$ cat config.mk
export PLATFORM = sky130hd
export DESIGN_NAME = decoder_10b8b
export DESIGN_NICKNAME = d
export VERILOG_FILES = /design/src/rtl/decoder_10b8b.sv
export SDC_FILE = /design/constraint.sdc
export NUM_CORES = 1
export LEC_CHECK = 0
export ABC_AREA = 1
export CORE_ASPECT_RATIO = 0.7
export CORE_MARGIN = 4
export CORE_UTILIZATION = 61
export DETAILED_ROUTE_END_ITERATION = 16
export GPL_TIMING_DRIVEN = 0
export PLACE_DENSITY_LB_ADDON = 0.3
export SLEW_MARGIN = 5
export SYNTH_ARGS = -nofsm -noshare
export SYNTH_HDL_FRONTEND = slang
export SYNTH_SLANG_ARGS = --single-unit
$ cat constraint.sdc
create_clock -name clk -period 4.4 [get_ports clk]
set_input_delay 0.66 -clock clk [delete_from_list [all_inputs] [get_ports clk]]
set_output_delay 0.66 -clock clk [all_outputs]
set_load 0.1 [all_outputs]
$ cat src/rtl/decoder_10b8b.sv
// 8b/10b code-group decoder: 2-stage pipeline with word-sync FSM.
// Define DECODER_DISP_CHECK_EN to build in running-disparity tracking and disp_err.
//   state | meaning
//   LOSS  | no word alignment, waiting for a K28.5 comma
//   ACQ   | comma seen, counting further commas
//   SYNC  | aligned, counting consecutive bad words
module decoder_10b8b (
   input  logic       clk,
   input  logic       rst,
   input  logic       enb,
   input  logic [9:0] entradas,
   output logic [7:0] salidas,
   output logic       K,
   output logic       valid,
   output logic       code_err,
   output logic       disp_err,
   output logic       rd,
   output logic       sync
);
   typedef enum logic [1:0] {LOSS, ACQ, SYNC} state_t;

   state_t     state;
   logic [1:0] cnt;
   logic       s1_valid;
   logic [9:0] s1_data;

   logic [5:0] s6, r6;
   logic [3:0] s4, f4, r4;
   logic       k28, kx7_6b, alt_p, alt_n, a7, bad7;
   logic       err_dec, k_dec, comma, word_bad;
   logic [7:0] byte_dec;

   // returns {legal, EDCBA}
   function automatic logic [5:0] dec6(input logic [5:0] s);
      case (s)
         6'b100111, 6'b011000: dec6 = {1'b1, 5'd0};
         6'b011101, 6'b100010: dec6 = {1'b1, 5'd1};
         6'b101101, 6'b010010: dec6 = {1'b1, 5'd2};
         6'b110001:            dec6 = {1'b1, 5'd3};
         6'b110101, 6'b001010: dec6 = {1'b1, 5'd4};
         6'b101001:            dec6 = {1'b1, 5'd5};
         6'b011001:            dec6 = {1'b1, 5'd6};
         6'b111000, 6'b000111: dec6 = {1'b1, 5'd7};
         6'b111001, 6'b000110: dec6 = {1'b1, 5'd8};
         6'b100101:            dec6 = {1'b1, 5'd9};
         6'b010101:            dec6 = {1'b1, 5'd10};
         6'b110100:            dec6 = {1'b1, 5'd11};
         6'b001101:            dec6 = {1'b1, 5'd12};
         6'b101100:            dec6 = {1'b1, 5'd13};
         6'b011100:            dec6 = {1'b1, 5'd14};
         6'b010111, 6'b101000: dec6 = {1'b1, 5'd15};
         6'b011011, 6'b100100: dec6 = {1'b1, 5'd16};
         6'b100011:            dec6 = {1'b1, 5'd17};
         6'b010011:            dec6 = {1'b1, 5'd18};
         6'b110010:            dec6 = {1'b1, 5'd19};
         6'b001011:            dec6 = {1'b1, 5'd20};
         6'b101010:            dec6 = {1'b1, 5'd21};
         6'b011010:            dec6 = {1'b1, 5'd22};
         6'b111010, 6'b000101: dec6 = {1'b1, 5'd23};
         6'b110011, 6'b001100: dec6 = {1'b1, 5'd24};
         6'b100110:            dec6 = {1'b1, 5'd25};
         6'b010110:            dec6 = {1'b1, 5'd26};
         6'b110110, 6'b001001: dec6 = {1'b1, 5'd27};
         6'b001110, 6'b001111, 6'b110000: dec6 = {1'b1, 5'd28};
         6'b101110, 6'b010001: dec6 = {1'b1, 5'd29};
         6'b011110, 6'b100001: dec6 = {1'b1, 5'd30};
         6'b101011, 6'b010100: dec6 = {1'b1, 5'd31};
         default:              dec6 = 6'b0;
      endcase
   endfunction

   // returns {legal, HGF}
   function automatic logic [3:0] dec4(input logic [3:0] s);
      case (s)
         4'b1011, 4'b0100: dec4 = {1'b1, 3'd0};
         4'b1001:          dec4 = {1'b1, 3'd1};
         4'b0101:          dec4 = {1'b1, 3'd2};
         4'b1100, 4'b0011: dec4 = {1'b1, 3'd3};
         4'b1101, 4'b0010: dec4 = {1'b1, 3'd4};
         4'b1010:          dec4 = {1'b1, 3'd5};
         4'b0110:          dec4 = {1'b1, 3'd6};
         4'b1110, 4'b0001, 4'b0111, 4'b1000: dec4 = {1'b1, 3'd7};
         default:          dec4 = 4'b0;
      endcase
   endfunction

   assign s6 = {s1_data[0], s1_data[1], s1_data[2], s1_data[3], s1_data[4], s1_data[5]};
   assign s4 = {s1_data[6], s1_data[7], s1_data[8], s1_data[9]};

   always_comb begin
      k28    = (s6 == 6'b001111) || (s6 == 6'b110000);
      // K28 after 110000 carries the complemented fghj of the RD- form
      f4     = (s6 == 6'b110000) ? ~s4 : s4;
      r6     = dec6(s6);
      r4     = dec4(f4);
      kx7_6b = s6 inside {6'b111010, 6'b000101, 6'b110110, 6'b001001,
                          6'b101110, 6'b010001, 6'b011110, 6'b100001};
      alt_p  = s6 inside {6'b100011, 6'b010011, 6'b001011};
      alt_n  = s6 inside {6'b110100, 6'b101100, 6'b011100};
      a7     = (s4 == 4'b0111) || (s4 == 4'b1000);
      bad7   = (a7 && !(k28 || kx7_6b || (alt_p && s4 == 4'b0111) || (alt_n && s4 == 4'b1000)))
             || (alt_p && s4 == 4'b1110) || (alt_n && s4 == 4'b0001);
      err_dec  = !r6[5] || !r4[3] || bad7;
      k_dec    = !err_dec && (k28 || (kx7_6b && a7));
      byte_dec = err_dec ? 8'h00 : {r4[2:0], r6[4:0]};
      comma    = !err_dec && k28 && (r4[2:0] == 3'd5);
   end

`ifdef DECODER_DISP_CHECK_EN
   logic rd_mid, rd_next, derr6, derr4, dsp_err;

   // 000111/111000 and 0011/1100 are balanced but only legal from one side
   always_comb begin
      if ($countones(s6) > 3)      begin derr6 = rd;  rd_mid = 1'b1; end
      else if ($countones(s6) < 3) begin derr6 = !rd; rd_mid = 1'b0; end
      else if (s6 == 6'b000111)    begin derr6 = !rd; rd_mid = 1'b1; end
      else if (s6 == 6'b111000)    begin derr6 = rd;  rd_mid = 1'b0; end
      else                         begin derr6 = 1'b0; rd_mid = rd; end
      if ($countones(s4) > 2)      begin derr4 = rd_mid;  rd_next = 1'b1; end
      else if ($countones(s4) < 2) begin derr4 = !rd_mid; rd_next = 1'b0; end
      else if (s4 == 4'b0011)      begin derr4 = !rd_mid; rd_next = 1'b1; end
      else if (s4 == 4'b1100)      begin derr4 = rd_mid;  rd_next = 1'b0; end
      else                         begin derr4 = 1'b0; rd_next = rd_mid; end
      dsp_err  = !err_dec && (derr6 || derr4);
      word_bad = err_dec || dsp_err;
   end
`else
   assign disp_err = 1'b0;
   assign rd       = 1'b0;
   always_comb word_bad = err_dec;
`endif

   always_ff @(posedge clk or posedge rst) begin
      if (rst) begin
         s1_valid <= 1'b0;
         s1_data  <= '0;
      end else begin
         s1_valid <= enb;
         if (enb) s1_data <= entradas;
      end
   end

   always_ff @(posedge clk or posedge rst) begin
      if (rst) begin
         valid    <= 1'b0;
         salidas  <= '0;
         K        <= 1'b0;
         code_err <= 1'b0;
         state    <= LOSS;
         cnt      <= '0;
`ifdef DECODER_DISP_CHECK_EN
         disp_err <= 1'b0;
         rd       <= 1'b0;
`endif
      end else begin
         valid <= s1_valid;
         if (s1_valid) begin
            salidas  <= byte_dec;
            K        <= k_dec;
            code_err <= err_dec;
`ifdef DECODER_DISP_CHECK_EN
            disp_err <= dsp_err;
            if (!err_dec) rd <= rd_next;
`endif
            case (state)
               LOSS: if (comma) begin
                  state <= ACQ;
                  cnt   <= 2'd2;
               end
               ACQ: if (err_dec) begin
                  state <= LOSS;
                  cnt   <= '0;
               end else if (comma) begin
                  if (cnt == 2'd0) begin
                     state <= SYNC;
                     cnt   <= 2'd3;
                  end else cnt <= cnt - 2'd1;
               end
               SYNC: if (!word_bad) cnt <= 2'd3;
                  else if (cnt == 2'd0) state <= LOSS;
                  else cnt <= cnt - 2'd1;
               default: begin
                  state <= LOSS;
                  cnt   <= '0;
               end
            endcase
         end
      end
   end

   assign sync = (state == SYNC);
endmodule

==> summary.txt <==
Timing
  • Slew Viols, Final: 0
  • Period minus WS final: 2.866 ns
  • Setup TNS Final: 0 ns
  • Slew HR: 34.38%
  • Worst Max-Slew Pin Slew: 0.9832 ns
  • Final setup skew: approximately 0.0028 ns
  • FMAX: 0.3489 GHz
  • RSZ-0062 raised after global routing: no
  • Min Hold Slack: just under 0.5 ns
  • Final worst setup slack: about 1.5 ns
  • Final Hold Viols: 0
  • Final setup vio count: 0
  • Final worst-path cycle share: 65.15%

Routing
  • Drt initial violations: between 200 and 250
  • DRC: 0
  • Drt pass-1 iters: 5
  • Vias per cell: 5.471
  • Drt wl/cell: 13.40 um
  • Via Count: 2254
  • Post-route ant nets: 0
  • WL final: 5519 um

Setup path
  • Crit end category: output port
  • WS Path Type: flip-flop to output port
  • Critical Path Start Type: flip-flop
  • CP Data Arrival Time: 2.21 ns
  • CP max-delay cell: clkdlybuf4s50_1
  • Worst path max stage delay: 1.19 ns
  • Worst-path fanout max: 4
  • R2R Setup Slk: 1.86 ns
  • WP data required: 3.74 ns
  • Critical path's top delay family: buffers and inverters
  • Crit path cell chain: inv_1 > nor2_1 > clkdlybuf4s50_1
  • Buf/Inv on CP: 2

Placed design
  • HPWL after detailed placement: roughly 4600 um
  • # port buffers: 24
  • Cell area after placement: 2560 um^2
  • Inst Count DP: 408
  • GPL Wtd Cong: 0.9470
  • Post-place setup slack: 1.837 ns

Final layout
  • Ant. Diodes: 0
  • Layout cell share with drive strength beyond 1: between 10% and 20%
  • Layout area overhead: 16.05%
  • Register area: ~650 um^2
  • Finished Layout Cells: 412
  • Final instance area: between 2000 and 3000 um^2
  • Multi-input gate area: 1416 um^2
  • Fillcell total: 295
  • Final core occ: around 74%
  • Layout net count: approximately 400

Power and ir drop
  • Leakage: roughly 1.4 nW
  • Cell Pwr Density: approximately 410 nW/um^2
  • Worst vdd rail ir drop: 0.2636 mV
  • Final total power: 1.071 mW

CTS
  • Clk slew on worst S/H paths: 0.09 ns
  • Clk buf depth: 2
  • # clock sinks: 26
  • Post_cts resized: 0
  • Post-CTS setup buffer count: 0
  • Hold_buf cts: 0
  • Clk_lat worst skew: 0.27 ns
  • CTS tree: done
  • Num CTS Buffers: 3
  • H-tree depth: 1
  • Root Driver: clkbuf_8

Synthesis
  • Synthesized area per cell: 6.767 um^2
  • Synth warn: 0
  • Register area share after synthesis: 28.87%
  • Cell Area, Synth: 2253 um^2
  • Synth area leaders: dfrtp_1, nand2_1, nand3_1
  • FF+latch count, synth: 26
  • Area share of the largest cell type after synthesis: between 20 and 30%
  • Number of distinct library cells after synthesis: 34
  • Area leader, netlist: dfrtp_1
  • Mapped Cells: between 300 and 400

Floorplan
  • Die Wd: 80.65 um
  • Vert. Die Dim: 58.85 um
  • I/O Pins: 27
  • Die footprint: roughly 4700 um^2
  • Core area: 3536 um^2
  • Site Rows: 18
  • Initial Util: 63.73%

Global route
  • Total gr overflow: 0
  • All-Layer GR Usage: between 20 and 25%
  • Initial antenna violation count: 0
  • Vias in the first global route: between 1500 and 2000
  • First-pass GRT wire length: 8997 um
  • Largest net degree at the start of global routing: 27

Flow run
  • Number of max-cap violations: 0

Run status
  • Status: complete, no violations

Worst hold path
  • HP Class: flip-flop to flip-flop
## Yosys cell counts, drive strengths merged
cell and number:
o21ai 27, clkinv 1, a21oi 6, conb 1, o311ai 1, nand3 38
dfrtp 26, o211ai 4, or2 2, nand2 118, buf 4, ha 13
nand3b 1, nor3 1, inv 36, clkbuf 4, nor2 41, a22o 1
a221oi 1, o22ai 2, o31ai 3, nand4 2
## where the power goes
group / internal [mW] / switching (mW)
Combinational: 0.171 / 0.427
Sequential: 0.281 / 0.0396
Clock: 0.0800 / 0.0727
Total: 0.532 / 0.539
## final cells by class
class / instances / share of cell area, %
Buffer: 8 / 1.866
Sequential cell: 26 / 24.88
Tap cell: 50 / 2.392
Inverter: 37 / 5.407
Multi-Input combinational cell: 263 / 54.16
Timing Repair Buffer: 24 / 9.187
Clock buffer: 4 / 2.105
## worst paths after layout
path | startpoint | end | cells past startpoint
worst min-delay path | salidas[4]$_DFFE_PP0P_ | salidas[4]$_DFFE_PP0P_ | 2
worst max-delay path | state[1]$_DFFE_PP0P_ | sync | 3
worst max register to register | s1_data[4]$_DFFE_PP0P_ | state[0]$_DFFE_PP0P_ | 15
min in group asynchronous | rst | salidas[1]$_DFFE_PP0P_ | 2
max in group asynchronous | rst | s1_data[4]$_DFFE_PP0P_ | 2
worst min register to register | salidas[4]$_DFFE_PP0P_ | salidas[4]$_DFFE_PP0P_ | 2
## registers in the layout, indices dropped and copies added, names as in the netlist
register and count:
state 2, code_err 1, cnt 2, s1_valid 1, salidas 8, s1_data 10, K 1, valid 1
## cell usage in the layout, fill, tap and decap left out, types with 2 or more instances in the layout
cell type	instances
a21oi_1	6
buf_4	3
clkbuf_1	4
clkbuf_8	4
clkdlybuf4s50_1	24
conb_1	2
dfrtp_1	26
ha_1	13
inv_1	32
inv_2	3
nand2_1	99
nand2_2	15
nand2_4	4
nand3_1	34
nand3_2	4
nand4_1	2
nor2_1	34
nor2_4	5
o211ai_1	4
o21ai_0	25
o21ai_1	2
o31ai_1	3
## worst register-to-register path, cell delays in order (launching register included)
cell and delay [ns]:
dfrtp_1 0.46, inv_1 0.18, ha_1 0.27, inv_1 0.10, nor2_4 0.23, nand2_4 0.11, nand2_1 0.08, nand2_2 0.07
nand2_1 0.09, o21ai_1 0.06, o21ai_0 0.33, nand3_2 0.15, nand2_4 0.12, nand2_2 0.07, nand2_1 0.06, nand2_1 0.06
## cells by family after synthesis
kind of cell | synth area share (%)
flops | 28.87
fa+ha+maj | 7.218
buf+inv | 8.440
compound gates | 11.66
simple gates | 43.64
other cells | 0.1664
## metal layers
layer,global-route usage [%],up-vias,routed length (um)
met5,0,-,0
met1,35.93,1029,2665
li1,-,1129,-
met4,2.169,0,48
met3,4.740,6,423
met2,38.56,90,2381
(Power assumes the default switching activity.)
